## src/rtl/seg_pkg.sv

```systemverilog
// seg_pkg: shared constants and the hex to 7-segment table for seg_scan_mux.
// Patterns are active-low: bit 0 = a .. bit 6 = g, bit 7 = dp.
package seg_pkg;

    localparam logic [7:0] SEG_BLANK = 8'hFF;
    localparam logic [6:0] SEG_OFF7  = 7'h7F;

    localparam int SEG_A  = 0;
    localparam int SEG_G  = 6;
    localparam int SEG_DP = 7;

    typedef enum logic {
        PH_BLANK,
        PH_DRIVE
    } phase_e;

    // 0-9, A, b, C, d, E, F
    localparam logic [6:0] HEX7_TABLE [16] = '{
        7'h40, 7'h79, 7'h24, 7'h30,
        7'h19, 7'h12, 7'h02, 7'h78,
        7'h00, 7'h10, 7'h08, 7'h03,
        7'h46, 7'h21, 7'h06, 7'h0E
    };

    function automatic logic [6:0] hex7(input logic [3:0] nib);
        return HEX7_TABLE[nib];
    endfunction

endpackage

```

## src/rtl/seg_hex_decode.sv

```systemverilog
// seg_hex_decode: nibble + blank + decimal point to active-low segment byte.
// A blanked digit keeps its decimal point.
module seg_hex_decode
    import seg_pkg::*;
(
    input  logic [3:0] nibble_i,
    input  logic       blank_i,
    input  logic       dp_i,
    output logic [7:0] seg_o
);

    always_comb begin
        seg_o              = SEG_BLANK;
        seg_o[SEG_G:SEG_A] = blank_i ? SEG_OFF7 : hex7(nibble_i);
        seg_o[SEG_DP]      = ~dp_i;
    end

endmodule

```

## src/rtl/seg_scan_mux.sv

```systemverilog
// seg_scan_mux: N-digit common-anode scanner with frame snapshot and LZ blanking.
// Define SEG_DIMMING_EN to add the brightness port and PWM on the anodes.
module seg_scan_mux
    import seg_pkg::*;
#(
    parameter int NUM_DIGITS = 4,
    parameter int SCAN_DIV   = 16384,
    parameter int BLANK_CYC  = 64
) (
    input  logic                    clk,
    input  logic                    rst,
    input  logic                    enable,
    input  logic [4*NUM_DIGITS-1:0] digits,
    input  logic [NUM_DIGITS-1:0]   dp,
    input  logic                    lz_blank,
`ifdef SEG_DIMMING_EN
    input  logic [3:0]              brightness,
`endif
    output logic [7:0]              seg,
    output logic [NUM_DIGITS-1:0]   an,
    output logic                    frame_start
);

    localparam int DW = $clog2(SCAN_DIV);
    localparam int IW = $clog2(NUM_DIGITS);

    localparam logic [DW-1:0] DIV_LAST  = DW'(SCAN_DIV - 1);
    localparam logic [DW-1:0] BLANK_END = DW'(BLANK_CYC);
    localparam logic [IW-1:0] IDX_LAST  = IW'(NUM_DIGITS - 1);
    localparam logic [NUM_DIGITS-1:0] AN_OFF = '1;
    localparam logic [NUM_DIGITS-1:0] AN_ONE = NUM_DIGITS'(1);

    logic [DW-1:0]              div_cnt_q, div_cnt_d;
    logic [IW-1:0]              idx_q, idx_d;
    logic [NUM_DIGITS-1:0][3:0] snap_dig_q, snap_dig_d;
    logic [NUM_DIGITS-1:0]      snap_dp_q, snap_dp_d;
    logic                       snap_lz_q, snap_lz_d;
    logic [7:0]                 seg_q, seg_d;
    logic [NUM_DIGITS-1:0]      an_q, an_d;
    logic                       fs_q, fs_d;

    logic                  tick;
    logic                  wrap;
    logic                  lit;
    phase_e                phase;
    logic [NUM_DIGITS-1:0] lz_mask;
    logic [7:0]            dec_seg;

    assign tick = (div_cnt_q == DIV_LAST);
    assign wrap = tick && (idx_q == IDX_LAST);

    always_comb begin
        div_cnt_d  = tick ? '0 : div_cnt_q + 1'b1;
        idx_d      = idx_q;
        snap_dig_d = snap_dig_q;
        snap_dp_d  = snap_dp_q;
        snap_lz_d  = snap_lz_q;
        fs_d       = wrap;
        if (tick) begin
            idx_d = wrap ? '0 : idx_q + 1'b1;
        end
        // Inputs are only sampled at the frame boundary so a frame never tears.
        if (wrap) begin
            snap_dig_d = digits;
            snap_dp_d  = dp;
            snap_lz_d  = lz_blank;
        end
    end

    always_comb begin : lz_scan
        logic zero_run;
        zero_run = 1'b1;
        lz_mask  = '0;
        for (int k = NUM_DIGITS - 1; k > 0; k--) begin
            zero_run   = zero_run & (snap_dig_q[k] == 4'h0);
            lz_mask[k] = zero_run & snap_lz_q;
        end
    end

    seg_hex_decode u_dec (
        .nibble_i (snap_dig_q[idx_q]),
        .blank_i  (lz_mask[idx_q]),
        .dp_i     (snap_dp_q[idx_q]),
        .seg_o    (dec_seg)
    );

    assign phase = (div_cnt_q < BLANK_END) ? PH_BLANK : PH_DRIVE;

`ifdef SEG_DIMMING_EN
    assign lit = (div_cnt_q[3:0] <= brightness);
`else
    assign lit = 1'b1;
`endif

    always_comb begin
        seg_d = SEG_BLANK;
        an_d  = AN_OFF;
        if (enable && phase == PH_DRIVE) begin
            seg_d = dec_seg;
            if (lit) begin
                an_d = ~(AN_ONE << idx_q);
            end
        end
    end

    always_ff @(posedge clk or posedge rst) begin
        if (rst) begin
            div_cnt_q  <= '0;
            idx_q      <= '0;
            snap_dig_q <= '0;
            snap_dp_q  <= '0;
            snap_lz_q  <= 1'b0;
            seg_q      <= SEG_BLANK;
            an_q       <= AN_OFF;
            fs_q       <= 1'b0;
        end else begin
            div_cnt_q  <= div_cnt_d;
            idx_q      <= idx_d;
            snap_dig_q <= snap_dig_d;
            snap_dp_q  <= snap_dp_d;
            snap_lz_q  <= snap_lz_d;
            seg_q      <= seg_d;
            an_q       <= an_d;
            fs_q       <= fs_d;
        end
    end

    assign seg         = seg_q;
    assign an          = an_q;
    assign frame_start = fs_q;

endmodule

```

## config.mk

```make
export PLATFORM = sky130hd
export DESIGN_NAME = seg_scan_mux
export DESIGN_NICKNAME = d
export VERILOG_FILES = /design/src/rtl/seg_pkg.sv /design/src/rtl/seg_hex_decode.sv /design/src/rtl/seg_scan_mux.sv
export SDC_FILE = /design/constraint.sdc
export NUM_CORES = 1
export LEC_CHECK = 0
export ABC_CLOCK_PERIOD_IN_PS = 3060
export BUFFER_PORTS_ARGS = -buffer_cell sky130_fd_sc_hd__buf_2
export CORE_MARGIN = 2
export CORE_UTILIZATION = 60
export CTS_CLUSTER_DIAMETER = 50
export CTS_CLUSTER_SIZE = 16
export DETAILED_ROUTE_END_ITERATION = 10
export HOLD_SLACK_MARGIN = 0.03
export PLACE_DENSITY = 0.85
export SETUP_SLACK_MARGIN = 0.02
export SLEW_MARGIN = 10
export SYNTH_ARGS = -nofsm -noshare
export SYNTH_HDL_FRONTEND = slang
export SYNTH_SLANG_ARGS = --single-unit
```

## constraint.sdc

```tcl
create_clock -name clk -period 3.06 [get_ports clk]
set_input_delay 0 -clock clk [delete_from_list [all_inputs] [get_ports clk]]
set_output_delay 0 -clock clk [all_outputs]
set_load 0.05 [all_outputs]
```

* Word level (Yosys, flattened, before mapping) *
Memory sizes are Yosys's and may differ from the RTL's.
Cells that the tools add are included.

storage, ports and cells
  flip-flop bits (word level) = 50
  latch bits = 0
  bits in writable memories = 0
  memory bits (read-only) = 112
  input port bits = 24
  output and inout port bits = 13
  logic and storage cells = 47
  memories = 1

memory list
  name              words  bits a word  read ports  clocked after Yosys merged registers in  write ports  line           RTL
  (name not given)  16     7            1           0                                        0            seg_pkg.sv:26  return HEX7_TABLE[nib];

cells by class
  add/sub/neg operators = 2
  $mul = 0
  div/mod/pow operators = 0
  $lt $le $gt $ge = 3
  equal/unequal tests = 2
  shifts and indexed selects = 1
  muxes and demuxes = 14
  bitwise gates (word level) = 8
  reduce and logical (&&, ||, !) cells = 5

operators by type and width
  cell                                                  number
  2-to-1 mux 7 bit                                      3
  adder 14 x 1 -> 14 bit (second input constant)        1
  equality test 14 bit (second input constant)          1
  < comparator 14 x 7 -> 1 bit (second input constant)  1
  2-to-1 mux 14 bit                                     1
  logical NOT 4 bit                                     3
  binary-select mux 4 bit (select 2 bit)                1
  2-to-1 mux 4 bit                                      2
  2-to-1 mux 8 bit                                      1
  AND 1 bit                                             5
  >= comparator 5 bit (second input constant)           1
  NOT 4 -> 5 bit                                        1
  binary-select mux 1 bit (select 2 bit)                2
  NOT 4 bit                                             1
  << shifter 1 x 2 -> 4 bit (first input constant)      1
  < comparator 2 x 3 -> 1 bit (second input constant)   1
  2-to-1 mux 1 bit                                      3
  adder 2 x 1 -> 2 bit (second input constant)          1
  equality test 2 bit (second input constant)           1
  logical AND 1 bit                                     2
  2-to-1 mux 2 bit                                      1
  NOT 1 bit                                             1

* Longest topological paths before layout *
  word-level depth = 8
  gate-level depth with buffers = 7
  mapped depth without buffers = 6

* By module *
Synthesis repeated with hierarchy kept, for this count alone.

second synthesis, totals
  cells, all modules = 204
  area, all modules = 2542.4 um^2

by module, submodules not included
  module          instances  cells an instance  area each (um^2)  seq. area each (um^2)
  seg_scan_mux    1          168                2239.6            1266.2
  seg_hex_decode  1          36                 302.8             0.0

* Worst setup path after synthesis *
No wires, ideal clock.

  path kind = reg-to-reg
  start = register idx_q[0]
  end = register seg_q[4] (netlist: seg[4])
  library setup time = 0.080 ns
  arrival = 1.725 ns
  data required time = 2.980 ns
  slack = 1.255 ns
  stages on the path, launching flop included = 7
  path buffers = 1
  period minus slack after synthesis = 1.805 ns
  cells stage by stage = dfrtp_1 -> buf_6 -> mux4_2 -> ha_1 -> mux2_4 -> o21ai_1 -> nand2_1

between the ends
  word-level cells in the longest chain between the ends = 8
  elaborated cells between the ends (all ways) = 10
  those cells by class = 8 x mux; 1 x bitwise; 1 x memory

RTL lines
  item                                                 line                  RTL
  start, declared                                      seg_scan_mux.sv:34    logic [IW-1:0] idx_q, idx_d;
  start signal, assigned                               seg_scan_mux.sv:118   idx_q <= idx_d;
  binary-select mux 4 bit (select 2 bit)               seg_scan_mux.sv:81    .nibble_i (snap_dig_q[idx_q]),
  2-to-1 mux 4 bit (implied by the code)               seg_scan_mux.sv:81
  NOT 4 -> 5 bit (implied by the code)                 seg_pkg.sv:26
  memory read (16 x 7 bit)                             n/a
  2-to-1 mux 7 bit (implied by the code) (2 in a row)  seg_pkg.sv:26
  2-to-1 mux 7 bit *                                   seg_hex_decode.sv:14  seg_o[SEG_G:SEG_A] = blank_i ? SEG_OFF7 : hex7(nibble_i);
  2-to-1 mux 8 bit *                                   seg_scan_mux.sv:98    if (enable && phase == PH_DRIVE) begin
  named net seg_d[4]                                   seg_scan_mux.sv:38    logic [7:0] seg_q, seg_d;
  end signal, assigned                                 seg_scan_mux.sv:122   seg_q <= seg_d;
  end, declared                                        seg_scan_mux.sv:38

Mark *: on every way through the listed nets, which the timed path passes. The rest lies on a longest branch. The select of a mux whose other input is x is not followed.
A chain may end at the register's enable or synchronous reset.

* Worst setup path after layout *
  start = register idx_q[0]
  end = register snap_dig_q[5] in the netlist's numbering

between the ends
  word-level cells in the longest chain between the ends = 2

RTL lines
  item                  line                 RTL
  equality test 2 bit   seg_scan_mux.sv:50   assign wrap = tick && (idx_q == IDX_LAST);
  logical AND 1 bit     seg_scan_mux.sv:50
  end signal, assigned  seg_scan_mux.sv:119  snap_dig_q <= snap_dig_d;
  end, declared         seg_scan_mux.sv:35   logic [NUM_DIGITS-1:0][3:0] snap_dig_q, snap_dig_d;

No other way between the ends.

==> impl_metrics.env <==
export IMPL_clockBufferDepth=2
export IMPL_grt_ovfl_total=0
export IMPL_clock_sinks=50
export IMPL_synth_distinct_cells=38
export IMPL_ctsResizeCount=0
export IMPL_synth_nets=234
export IMPL_final_period_utilization_pct=72.34
export IMPL_synth_cells=199
export IMPL_avgSynthCellArea_um2=12.40
export IMPL_rsz0062_at_grt="false"
export IMPL_finalMaxSlewViolations=0
export IMPL_maxSlewHeadroom_pct=32.41
export IMPL_grt_antenna_before_repair=0
export IMPL_max_freq_mhz=451.7
export IMPL_drt_iter0_drc=95
export IMPL_power_leakage_nw=1.252
export IMPL_status="completed"
export IMPL_synth_most_common_cell="dfrtp_1"
export IMPL_worstSetupPathType="flip-flop to flip-flop"
export IMPL_vias_per_cell=5.589
export IMPL_dp_hpwl_um=3078
export IMPL_port_buffers=36
export IMPL_max_cap_viol_count=0
export IMPL_synth_area_um2=2467
export IMPL_core_um2=3971
export IMPL_start_kind="flip-flop"
export IMPL_worst_slew_pin_slew_ps=1012
export IMPL_hp_class="input pin to flip-flop"
export IMPL_fin_tns_setup_ps=0
export IMPL_drive_above_1_share_pct=34.75
export IMPL_setup_viol=0
export IMPL_cts_tree="built"
export IMPL_p_int_uw=895.9
export IMPL_period_needed_ps=2214
export IMPL_cp_end_kind="flip-flop"
export IMPL_syn_to_final_growth_pct=19.88
export IMPL_skew_ps=4.698
export IMPL_wirelength_um=4661
export IMPL_wl_per_cell_um=15.08
export IMPL_clock_root_buffer="clkbuf_8"
export IMPL_yosys_top_cells_count="38 x dfrtp_1, 23 x mux2_2, 16 x nand2_1"
export IMPL_path_max_fanout=21
export IMPL_worstPathRequired_ps=3250
export IMPL_synth_seq_area_share_pct=51.32
export IMPL_ys_top_cells_by_area="dfrtp_1 39%, dfstp_2 13%, mux2_2 10%"
export IMPL_ctsHoldBuffers=22
export IMPL_grt_pass1_wl_um=7541
export IMPL_cts_setup_buffers=0
export IMPL_final_antenna_net_count=0
export IMPL_synth_seq_cells=50
export IMPL_drc=0
export IMPL_first_pass_iters=4
export IMPL_grt_usage_pct=22.25
export IMPL_arrival_ps=2400
export IMPL_p_sw_share_pct=22.42
export IMPL_row_count=23
export IMPL_synth_edf_count=0
export IMPL_start_util_pct=62.13
export IMPL_p_comb_share_pct=8.8
export IMPL_p_sw_uw=258.8
export IMPL_holdWs_ps=154.7
export IMPL_synth_top_cell_by_area="dfrtp_1"
export IMPL_power_density_nw_per_um2=390.4
export IMPL_clk_pin_slew_ps=80
export IMPL_power_frac_seq_pct=59.5
export IMPL_yosysWarnings=0
export IMPL_io_pins=37
export IMPL_htree_levels=2
export IMPL_die_w_um=68.13
export IMPL_cts_buffers=5
export IMPL_die_area_um2=4641
export IMPL_irDropWorstVdd_mv=0.3873
export IMPL_netlist_area_leader_share_pct=38.54
export IMPL_grt_pass1_vias=1651
export IMPL_die_y_um=68.13
export IMPL_vias=1727
export IMPL_n_antenna_cell=0
export IMPL_pwr_share_clk_pct=31.7
export IMPL_clk_latency_ps=300
export IMPL_async_flop_share_pct=100.0
export IMPL_nNetsFinal=293
export IMPL_place_area_um2=2658
export IMPL_synthFlopType="dfrtp_1"
export IMPL_fin_area_um2=2958
export IMPL_place_congestion=0.8385
export IMPL_hold_violations=0
export IMPL_grt_max_degree=51
==> path summary, 6_finish.rpt <==
check                              from             end  slack, ps  depth (start not counted)
setup reg to reg               idx_q[0]   snap_dig_q[5]        850                          3
hold / removal                   enable          seg[7]        150                          4
hold reg to reg            div_cnt_q[0]    div_cnt_q[0]        490                          1
setup / recovery               idx_q[0]   snap_dig_q[5]        850                          3
max in group asynchronous           rst  snap_dig_q[14]       1960                          3
min in group asynchronous           rst    div_cnt_q[1]        490                          3
==> critical path: stages, from the launching register on <==
cell	delay [ps]
dfrtp_1	670
ha_1	330
nand4_2	580
mux2_2	510
==> metal layers <==
metal / share of wire [%] / wire (µm) / global-route usage (%)
met3: 4.6 / 215 / 5.428
met2: 49 / 2284 / 35.19
met4: 1.6 / 74 / 8.250
met5: 0 / 0 / 0
met1: 45 / 2087 / 29.91
==> registers in the layout, summed over array words and instances (netlist names) <==
signal and cells:
an 4, div_cnt_q 14, frame_start 1, idx_q 2, seg 8, snap_dig_q 16
snap_dp_q 4, snap_lz_q 1
==> cells in the final DEF (no fill, tap or decap), types with 2 or more instances in the layout <==
cell type,Yosys,final
a21oi_1,4,4
o21ai_1,2,2
and3_1,2,2
buf_2,3,36
clkbuf_1,0,3
dfstp_2,12,12
dfrtp_1,38,38
nor4_1,5,5
nor3b_1,2,2
nor2_1,12,12
o21a_1,2,2
nand2_1,16,16
clkbuf_8,0,5
xnor2_1,9,9
nand3_1,7,7
dlygate4sd3_1,0,22
mux2_2,23,23
mux4_2,6,6
ha_1,11,11
o211ai_1,4,4
nand4_1,2,2
nor3_1,4,4
xor2_1,6,6
inv_1,9,8
==> kinds of logic after synthesis <==
| family | share of synthesized area, % |
|---|---|
| mux | 16.58 |
| compound gates | 5.223 |
| flops | 51.32 |
| simple gates | 12.17 |
| fa+ha+maj | 5.578 |
| buf+inv | 3.803 |
| xor+xnor | 5.325 |
==> layout make-up <==
cell class	count	area, µm²
flip-flops and latches	50	1266
multi-input cells	133	1107
fillers	271	1013
repair buffers	59	407.9
clock buffers	8	80.08
well taps	50	62.56
inverters	9	33.78
==> through the flow <==
stage / worst slack (ps) / util (%) / power, mW / cells
global route: 638.8 / 74.48 / 1.199 / 309
finish: 846.4 / 74.48 / 1.155 / 309
detailed placement: 863.0 / 66.92 / 0.7790 / 279
global placement: 869.4 / 66.92 / 0.7748 / 279
CTS: 832.8 / 74.48 / 1.162 / 309
floorplan: 1255 / - / 0.7517 / 199
==> power by group through the flow <==
| stage | logic (mW) | clock network [mW] | registers (mW) |
|---|---|---|---|
| 3_5_place_dp | 0.0794 | 0 | 0.700 |
| 2_1_floorplan | 0.0564 | 0 | 0.695 |
| 6_report | 0.102 | 0.366 | 0.687 |
| 5_1_grt | 0.111 | 0.399 | 0.689 |
| 3_3_place_gp | 0.0761 | 0 | 0.699 |
| 4_1_cts | 0.101 | 0.375 | 0.687 |
(Power assumes the default switching activity.)
